### src/rtl/vga_text_console_writer.sv
// Terminal-style writer for the character RAM cpu port. It tracks a cursor,
// interprets CR/LF/BS/TAB/FF, clears the screen and scrolls by RAM read-back.
module vga_text_console_writer #(
  parameter int         N_COL      = 80,
  parameter int         N_ROW      = 30,
  parameter int         ADDR_W     = 12,
  parameter logic [7:0] BLANK_CHAR = 8'h20
) (
  input  logic              cpu_clk,
  input  logic              rst_n,
  input  logic              in_valid,
  output logic              in_ready,
  input  logic [7:0]        in_data,
  input  logic [7:0]        attr,
  output logic              busy,
  output logic [6:0]        cursor_col,
  output logic [4:0]        cursor_row,
  output logic [ADDR_W-1:0] ram_addr,
  output logic              ram_we,
  output logic              ram_oe,
  output logic [15:0]       ram_wdata,
  input  logic [15:0]       ram_rdata
);

  // Byte handshake: a byte transfers on a rising edge where in_valid and
  // in_ready are both 1; in_ready is only ever 1 in IDLE.

  localparam logic [ADDR_W-1:0] COLS_A    = ADDR_W'(N_COL);
  localparam logic [ADDR_W-1:0] LAST_A    = ADDR_W'(N_COL * N_ROW - 1);
  localparam logic [ADDR_W-1:0] ROWBASE_A = ADDR_W'((N_ROW - 1) * N_COL);
  localparam logic [ADDR_W-1:0] ONE_A     = ADDR_W'(1);
  localparam logic [7:0]        N_COL_8   = 8'(N_COL);
  localparam logic [4:0]        ROW_LAST  = 5'(N_ROW - 1);

  localparam logic [7:0] CH_BS  = 8'h08;
  localparam logic [7:0] CH_TAB = 8'h09;
  localparam logic [7:0] CH_LF  = 8'h0A;
  localparam logic [7:0] CH_FF  = 8'h0C;
  localparam logic [7:0] CH_CR  = 8'h0D;

  typedef enum logic [2:0] {
    S_CLR_ALL,
    S_IDLE,
    S_EXEC,
    S_SCR_RD,
    S_SCR_WR,
    S_CLR_LINE
  } state_t;

  state_t            state, state_n;
  logic [ADDR_W-1:0] idx, idx_n;
  logic [6:0]        col, col_n;
  logic [4:0]        row, row_n;
  logic [7:0]        byte_q, byte_n;
  logic [7:0]        attr_q, attr_n;
  logic              we_n, oe_n, ready_n, busy_n;
  logic [ADDR_W-1:0] addr_n;
  logic [15:0]       wdata_q, wdata_n;

  logic [ADDR_W-1:0] cell_addr;
  logic [7:0]        col_inc;
  logic [7:0]        tab_col;
  logic              adv;
  logic              ff;

  function automatic logic is_print(input logic [7:0] c);
    return (c >= 8'h20) && (c <= 8'h7E);
  endfunction

  always_comb begin
    state_n   = state;
    idx_n     = idx;
    col_n     = col;
    row_n     = row;
    byte_n    = byte_q;
    attr_n    = attr_q;
    we_n      = 1'b0;
    oe_n      = 1'b0;
    addr_n    = ram_addr;
    wdata_n   = wdata_q;
    ready_n   = 1'b0;
    busy_n    = 1'b1;
    adv       = 1'b0;
    ff        = 1'b0;
    cell_addr = ADDR_W'(row) * COLS_A + ADDR_W'(col);
    col_inc   = {1'b0, col} + 8'd1;
    tab_col   = {1'b0, col | 7'd7} + 8'd1;

    case (state)
      // The first cycle of a clear never writes (ram_we is 0 there), so
      // ram_we doubles as "address 0 already issued".
      S_CLR_ALL: begin
        if (ram_we && (ram_addr == LAST_A)) begin
          state_n = S_IDLE;
          ready_n = 1'b1;
          busy_n  = 1'b0;
        end else begin
          we_n    = 1'b1;
          addr_n  = ram_we ? ram_addr + ONE_A : '0;
          wdata_n = {attr_q, BLANK_CHAR};
        end
      end

      S_IDLE: begin
        ready_n = 1'b1;
        busy_n  = 1'b0;
        if (in_valid && in_ready) begin
          state_n = S_EXEC;
          byte_n  = in_data;
          attr_n  = attr;
          ready_n = 1'b0;
          busy_n  = 1'b1;
          // The EXEC write strobe is registered here so it lands in EXEC itself.
          if (is_print(in_data)) begin
            we_n    = 1'b1;
            addr_n  = cell_addr;
            wdata_n = {attr, in_data};
          end
        end
      end

      S_EXEC: begin
        state_n = S_IDLE;
        ready_n = 1'b1;
        busy_n  = 1'b0;
        if (is_print(byte_q)) begin
          if (col_inc == N_COL_8) begin
            col_n = '0;
            adv   = 1'b1;
          end else begin
            col_n = col_inc[6:0];
          end
        end else begin
          case (byte_q)
            CH_CR: col_n = '0;
            CH_LF: begin
              col_n = '0;
              adv   = 1'b1;
            end
            CH_BS: if (col != '0) col_n = col - 7'd1;
            CH_TAB: begin
              if (tab_col >= N_COL_8) begin
                col_n = '0;
                adv   = 1'b1;
              end else begin
                col_n = tab_col[6:0];
              end
            end
            CH_FF: begin
              col_n = '0;
              row_n = '0;
              ff    = 1'b1;
            end
            default: ;
          endcase
        end

        if (ff) begin
          state_n = S_CLR_ALL;
          ready_n = 1'b0;
          busy_n  = 1'b1;
        end else if (adv) begin
          if (row == ROW_LAST) begin
            state_n = S_SCR_RD;
            ready_n = 1'b0;
            busy_n  = 1'b1;
            oe_n    = 1'b1;
            addr_n  = COLS_A;
            idx_n   = COLS_A;
          end else begin
            row_n = row + 5'd1;
          end
        end
      end

      S_SCR_RD: begin
        state_n = S_SCR_WR;
        we_n    = 1'b1;
        addr_n  = idx - COLS_A;
      end

      S_SCR_WR: begin
        if (idx == LAST_A) begin
          state_n = S_CLR_LINE;
          we_n    = 1'b1;
          addr_n  = ROWBASE_A;
          wdata_n = {attr_q, BLANK_CHAR};
        end else begin
          state_n = S_SCR_RD;
          idx_n   = idx + ONE_A;
          oe_n    = 1'b1;
          addr_n  = idx + ONE_A;
        end
      end

      S_CLR_LINE: begin
        if (ram_addr == LAST_A) begin
          state_n = S_IDLE;
          ready_n = 1'b1;
          busy_n  = 1'b0;
        end else begin
          we_n    = 1'b1;
          addr_n  = ram_addr + ONE_A;
          wdata_n = {attr_q, BLANK_CHAR};
        end
      end

      default: begin
        state_n = S_CLR_ALL;
      end
    endcase
  end

  always_ff @(posedge cpu_clk or negedge rst_n) begin
    if (!rst_n) begin
      state    <= S_CLR_ALL;
      idx      <= '0;
      col      <= '0;
      row      <= '0;
      byte_q   <= '0;
      attr_q   <= '0;
      ram_we   <= 1'b0;
      ram_oe   <= 1'b0;
      ram_addr <= '0;
      wdata_q  <= '0;
      in_ready <= 1'b0;
      busy     <= 1'b1;
    end else begin
      state    <= state_n;
      idx      <= idx_n;
      col      <= col_n;
      row      <= row_n;
      byte_q   <= byte_n;
      attr_q   <= attr_n;
      ram_we   <= we_n;
      ram_oe   <= oe_n;
      ram_addr <= addr_n;
      wdata_q  <= wdata_n;
      in_ready <= ready_n;
      busy     <= busy_n;
    end
  end

  // Read data only arrives in the SCR_WR cycle itself, so the copy path
  // forwards it straight to the write port instead of through wdata_q.
  assign ram_wdata  = (state == S_SCR_WR) ? ram_rdata : wdata_q;
  assign cursor_col = col;
  assign cursor_row = row;

endmodule

### config.mk
export PLATFORM = sky130hd
export DESIGN_NAME = vga_text_console_writer
export DESIGN_NICKNAME = d
export VERILOG_FILES = /design/src/rtl/vga_text_console_writer.sv
export SDC_FILE = /design/constraint.sdc
export NUM_CORES = 1
export LEC_CHECK = 0
export CORE_UTILIZATION = 35
export CTS_CLUSTER_DIAMETER = 100
export DETAILED_ROUTE_END_ITERATION = 10
export PLACE_DENSITY_LB_ADDON = 0.3
export SLEW_MARGIN = 25
export SYNTH_ARGS = -nofsm -noshare
export SYNTH_HDL_FRONTEND = slang
export SYNTH_SLANG_ARGS = --single-unit
### constraint.sdc
create_clock -name cpu_clk -period 3.3 [get_ports cpu_clk]
set_clock_uncertainty 0.1 [all_clocks]
set_input_delay 0.33 -clock cpu_clk [delete_from_list [all_inputs] [get_ports cpu_clk]]
set_output_delay 0.33 -clock cpu_clk [all_outputs]
set_load 0.05 [all_outputs]
==> flow_metrics.env, run 1 <==
export IMPL_cts_sinks=75
export IMPL_yosysTopAreaCell="dfrtp_1"
export IMPL_antenna_found_initial=0
export IMPL_grt_pass1_vias=5203
export IMPL_hold_viol=0
export IMPL_area_growth_pct=24.3
export IMPL_die_x_microns=129
export IMPL_cts_max_path_buffers=2
export IMPL_finalWirelength_mm=17.1
export IMPL_dp_hpwl_mm=12.6
export IMPL_cp_required_ns=2.87
export IMPL_synth_flop_cell="dfrtp_1"
export IMPL_cap_violations=0
export IMPL_crit_top_cell="nand2_1"
export IMPL_wl_met2_mm=8.14
export IMPL_rsz0062_at_grt="no"
export IMPL_layout_nets=800
export IMPL_synth_edf_count=0
export IMPL_worstMarginPinSlew_ns=0.908
export IMPL_post_synth_top_count_cell="nand2_1"
export IMPL_crit_family="simple AND/OR/NAND/NOR gates"
export IMPL_slew_violations=0
export IMPL_whs_path_depth=2
export IMPL_layout_min_cycle_time_ns=2.99
export IMPL_hp_class="flip-flop to flip-flop"
export IMPL_avgSynthCellArea_sq_um=8.55
export IMPL_p_leak_uw=0.00295
export IMPL_grt_max_degree=76
export IMPL_finalSetupTns_ns=0
export IMPL_drc=0
export IMPL_worstSkewPairLatency_ns=0.35
export IMPL_outcome="complete, no violations"
export IMPL_crit_arrival_ns=2.56
export IMPL_drtPass1Iterations=5
export IMPL_ys_seq_elements=75
export IMPL_drive_above_1_share_pct=11.6
export IMPL_grt_pass1_wl_mm=27.4
export IMPL_n_antenna_cell=0
export IMPL_slew_headroom_pct=39.2
export IMPL_htreeDepth=3
export IMPL_synthTopCellsByArea="dfrtp_1 (33%), nand2_1 (6.7%), ha_1 (5.5%)"
export IMPL_cts_tree="done"
export IMPL_critPathSlowestCell="or3b_2"
export IMPL_vdd_ir_drop_max_mv=0.247
export IMPL_critical_path_class="flip-flop to primary output"
export IMPL_min_period_over_period_pct=90.7
export IMPL_clkTransAtPathRegs_ns=0.06
export IMPL_rows=46
export IMPL_fmax_mhz=334
export IMPL_synth_cells=664
export IMPL_crit_chain="or3b_2 -> nand2_1 -> nand2_1 -> clkdlybuf4s50_1"
export IMPL_grt_usage_pct=21.1
export IMPL_worst_path_buf_inv=1
export IMPL_hold_path_end="wdata_q[2]$_DFFE_PN0P_"
export IMPL_wl_met1_mm=7.63
export IMPL_critPathCaptureType="primary output"
export IMPL_core_sq_mm=0.0158
export IMPL_rr_endpoint="idx[5]$_DFFE_PN0P_"
export IMPL_crit_fanout=24
export IMPL_synth_distinct_cells=78
export IMPL_post_cts_resized=0
export IMPL_grt_overflow=0
export IMPL_syn_cell_area_sq_mm=0.00567
export IMPL_reg2reg_from="cursor_col[3]$_DFFE_PN0P_"
export IMPL_synth_async_sr_flop_share_pct=100
export IMPL_fp_dieH_microns=129
export IMPL_start_util_pct=35.8
export IMPL_p_per_area_mw_per_mm2=278
export IMPL_yosysWarningCount=0
export IMPL_holdWs_ns=0.389
export IMPL_synth_seq_area_share_pct=33.1
export IMPL_syn_nets=726
export IMPL_r2r_cells=10
export IMPL_start_kind="flip-flop"
export IMPL_vias=5506
export IMPL_ant_nets=0
export IMPL_gp_congestion=0.912
export IMPL_min_from="wdata_q[2]$_DFFE_PN0P_"
export IMPL_setup_viol=0
export IMPL_die_area_sq_mm=0.0167
export IMPL_clockRootBuffer="clkbuf_16"
export IMPL_io_buffers=78
export IMPL_cp_slowest_stage_delay_ns=0.78
export IMPL_ys_top_cells_by_count="nand2_1 (101), dfrtp_1 (74), o21ai_0 (47), nor2_1 (29)"
export IMPL_vias_per_cell=5.74
export IMPL_top_layer="met4"
export IMPL_cts_made_buffers=9
export IMPL_yosysTopAreaCellShare_pct=32.6
export IMPL_wl_per_cell_microns=17.8
export IMPL_initialDrtViolationCount=521
export IMPL_reg2reg_slack_ns=0.33
export IMPL_wl_met3_microns=911
export IMPL_ioPinCount=79
==> logic make-up after synthesis <==
| kind of cell | share of synthesized area (%) |
|---|---|
| and+or+nand+nor | 24.5 |
| DFF | 33.1 |
| buffers and inverters | 4.70 |
| AOI/OAI and AO/OA | 21.5 |
| muxes | 6.53 |
| adders and majority gates | 6.22 |
| xor gates and xnor gates | 3.48 |
==> worst register-to-register path, delay by kind of cell (launching register included) <==
family          cells  cell delay [ns]
compound gates      4             0.82
flops               1             0.51
fa+ha+maj           1             0.35
simple gates        2             0.48
buf+inv             3             0.61
==> through the flow <==
step                      setup slack [ns]  total power, uW  util, %  cell area, sq um  cells
final                                0.308             1960     44.6              7050    959
after global routing                 0.178             2020     44.6              7050    959
after detailed placement             0.372             1000     42.7              6760    942
after CTS                            0.303             1980     44.5              7040    958
after global placement               0.414             1000     42.7              6760    942
after floorplan                      0.261              938        -              5670    664
==> worst max path at each step <==
stage | from | end | slack, ns | cells past startpoint
2_1_floorplan | cursor_col[4]$_DFFE_PN0P_ | idx[11]$_DFFE_PN0P_ | 0.26 | 10
3_3_place_gp | cursor_row[3]$_DFFE_PN0P_ | ram_addr[11]$_DFFE_PN0P_ | 0.41 | 9
3_5_place_dp | cursor_row[3]$_DFFE_PN0P_ | ram_addr[11]$_DFFE_PN0P_ | 0.37 | 9
4_1_cts | state[1]$_DFFE_PN0P_ | ram_wdata[2] | 0.30 | 4
5_1_grt | cursor_col[3]$_DFFE_PN0P_ | idx[5]$_DFFE_PN0P_ | 0.18 | 10
6_report | state[1]$_DFFE_PN0P_ | ram_wdata[2] | 0.31 | 4
==> metal layers <==
metal,vias up,track usage [%]
li1,2609,-
met1,2661,27.7
met2,208,34.3
met3,28,3.43
met4,0,9.13
met5,-,0
==> what timing repair did <==
action	4_1_cts	5_1_grt
buffers inserted	0	0
hold endpoints to repair	0	19
hold buffers	0	1
==> area by class of cell <==
class                      instances  area, sq um
multi-input combinational        523         3540
timing repair buffer             106          995
inverter                          23         86.3
fill                            1516         8770
clock inverter                     5         42.5
tap                              216          270
clock buffer                      11          243
sequential                        75         1880
==> state kept, by name (all words and copies together) (netlist names) <==
register,flops
attr_q,8
busy,1
byte_q,8
cursor_col,7
cursor_row,5
idx,12
in_ready,1
ram_addr,12
ram_oe,1
ram_we,1
state,3
wdata_q,16
==> report_power, final <==
part           internal [uW]  switching, uW
clock network            541            430
logic                   37.2           30.1
registers                919              0
total                   1500            460
==> placed cells by master (no fill, tap or decap), drive strengths merged, types with 6 or more instances in the layout <==
master         instances
nor3b                  7
mux2                  18
xor2                   8
dfrtp                 74
ha                    25
clkdlybuf4s50         77
a21oi                 28
and3                  10
xnor2                 12
a211oi                 8
o22ai                  6
nor3                  19
mux2i                 16
or3                    6
nor2b                  9
and2                   6
a211o                  6
or2                    6
nand4                 16
buf                   28
inv                   25
nor4                   7
nor2                  29
nand2                102
nand3                 24
a21o                   6
o211ai                14
o21ai                 48
clkbuf                11
o2bb2ai                7
(Power assumes the default switching activity.)
==> run 2, diff against run 1 <==
Settings changed: PLACE_DENSITY_LB_ADDON 0.3 to unset.
==> flow_metrics.env, run 2 (synthesized netlist as in run 1, its figures left out) <==
export IMPL_cts_max_path_buffers=2
export IMPL_io_buffers=78
export IMPL_fmax_mhz=325
export IMPL_htreeDepth=3
export IMPL_reg2reg_from="cursor_row[3]$_DFFE_PN0P_"
export IMPL_grt_usage_pct=21.9
export IMPL_vdd_ir_drop_max_mv=0.233
export IMPL_vias=5491
export IMPL_hold_viol=0
export IMPL_clkTransAtPathRegs_ns=0.07
export IMPL_initialDrtViolationCount=405
export IMPL_area_growth_pct=24.8
export IMPL_largest_reg_flops=16
export IMPL_top_regs="wdata_q: 16 flops, idx: 12 flops, ram_addr: 12 flops"
export IMPL_cap_violations=0
export IMPL_slew_violations=0
export IMPL_dp_hpwl_mm=12.6
export IMPL_grt_pass1_vias=5397
export IMPL_min_from="wdata_q[11]$_DFFE_PN0P_"
export IMPL_drive_above_1_share_pct=11.6
export IMPL_finalWirelength_mm=17.3
export IMPL_finalSetupTns_ns=0
export IMPL_fp_dieH_microns=129
export IMPL_layout_nets=799
export IMPL_reg2reg_slack_ns=0.27
export IMPL_p_leak_uw=0.00296
export IMPL_vias_per_cell=5.73
export IMPL_p_per_area_mw_per_mm2=293
export IMPL_antenna_found_initial=0
export IMPL_whs_path_depth=2
export IMPL_crit_arrival_ns=2.64
export IMPL_wl_per_cell_microns=18.1
export IMPL_numPlacedInstances=941
export IMPL_fin_area_sq_mm=0.00708
export IMPL_hp_class="flip-flop to flip-flop"
export IMPL_ioPinCount=79
export IMPL_worstMarginPinSlew_ns=0.831
export IMPL_drc=0
export IMPL_rsz0062_at_grt="no"
export IMPL_drtPass1Iterations=7
export IMPL_clockRootBuffer="clkbuf_16"
export IMPL_cts_sinks=75
export IMPL_start_kind="flip-flop"
export IMPL_mostFrequentLayoutCells="nand2_1 (101), clkdlybuf4s50_1 (77), dfrtp_1 (74)"
export IMPL_top_register="wdata_q"
export IMPL_cp_slowest_stage_delay_ns=0.81
export IMPL_r2r_cells=9
export IMPL_min_period_over_period_pct=93.1
export IMPL_setup_viol=0
export IMPL_die_x_microns=129
export IMPL_slew_headroom_pct=44.4
export IMPL_crit_top_cell="nand2_1"
export IMPL_grt_pass1_wl_mm=28.1
export IMPL_critPathCaptureType="primary output"
export IMPL_core_sq_mm=0.0158
export IMPL_finalPower_uw=2070
export IMPL_hold_path_end="wdata_q[11]$_DFFE_PN0P_"
export IMPL_crit_fanout=24
export IMPL_rows=46
export IMPL_worstSkewPairLatency_ns=0.36
export IMPL_rr_endpoint="ram_addr[11]$_DFFE_PN0P_"
export IMPL_cts_made_buffers=9
export IMPL_worst_path_buf_inv=1
export IMPL_grt_max_degree=76
export IMPL_dpl_cell_area_sq_mm=0.00675
export IMPL_die_area_sq_mm=0.0167
export IMPL_crit_chain="or3b_2 -> nand2_1 -> nand2_1 -> clkdlybuf4s50_1"
export IMPL_ant_nets=0
export IMPL_n_antenna_cell=0
export IMPL_final_cells=958
export IMPL_gp_congestion=0.915
export IMPL_outcome="complete, no violations"
export IMPL_critical_path_class="flip-flop to primary output"
export IMPL_fillers=1520
export IMPL_final_common_cell="nand2_1"
export IMPL_crit_family="simple AND/OR/NAND/NOR gates"
export IMPL_cts_tree="done"
export IMPL_start_util_pct=35.8
export IMPL_critPathSlowestCell="or3b_2"
export IMPL_grt_overflow=0
export IMPL_layout_min_cycle_time_ns=3.07
export IMPL_cp_required_ns=2.87
## run 2: cell types whose count changed in the layout (fill, tap and decap cells not counted), sizes merged
cell and delta:
clkbuf -2, inv +1, clkinv +1, buf -1
clkinvlp -1, bufinv +1
## run 2: worst max path at each step
stage	from	endpoint	slack (ns)	cells past startpoint
floorplan	cursor_col[4]$_DFFE_PN0P_	idx[11]$_DFFE_PN0P_	0.26	10
global placement	cursor_row[3]$_DFFE_PN0P_	ram_addr[11]$_DFFE_PN0P_	0.35	9
detailed placement	cursor_row[3]$_DFFE_PN0P_	ram_addr[11]$_DFFE_PN0P_	0.34	9
CTS	state[1]$_DFFE_PN0P_	ram_wdata[2]	0.23	4
global route	cursor_row[3]$_DFFE_PN0P_	ram_addr[10]$_DFFE_PN0P_	0.11	10
finish	state[1]$_DFFE_PN0P_	ram_wdata[2]	0.23	4
## run 2: what timing repair did
item,4_1_cts,5_1_grt
gates resized for setup,0,0
hold buffers,0,1
buffers inserted,0,0
endpoints found under the setup margin,0,0
hold endpoints to repair,0,39
## run 2: layout make-up
class	instances	area, sq um	area share, %
clock inverters	7	92.6	1.31
inverters	23	86.3	1.22
clock buffers	9	225	3.18
multi-input cells	523	3540	50.0
repair buffers	105	987	13.9
flip-flops and latches	75	1880	26.5
well taps	216	270	3.82
## run 2: where the power goes
| group | total, uW | switching, uW | internal (uW) |
|---|---|---|---|
| sequential | 919 | 0 | 919 |
| clock | 1090 | 477 | 609 |
| combinational | 67.8 | 30.6 | 37.2 |
## run 2: stage by stage
stage | utilization (%) | setup WS [ns] | hold WS (ns)
floorplan | - | 0.261 | -0.0656
global placement | 42.6 | 0.353 | 0.366
detailed placement | 42.6 | 0.339 | 0.372
CTS | 44.6 | 0.235 | 0.0961
global route | 44.7 | 0.112 | 0.408
finish | 44.7 | 0.228 | 0.384
## run 2: per-layer routing
metal / part of all wire, % / vias up / global-route usage (%)
met1: 44 / 2641 / 27.6
met3: 5.5 / 45 / 3.59
met2: 47 / 209 / 35.9
met5: 0 / - / 0
li1: - / 2596 / -
met4: 3.4 / 0 / 11.4
## run 2: worst register-to-register path, delay by kind of cell (launching register included)
kind	cells	cell delay, ns
adders and majority gates	3	0.98
AOI/OAI and AO/OA	3	0.69
and+or+nand+nor	2	0.65
DFF	1	0.46
buffers and inverters	1	0.07
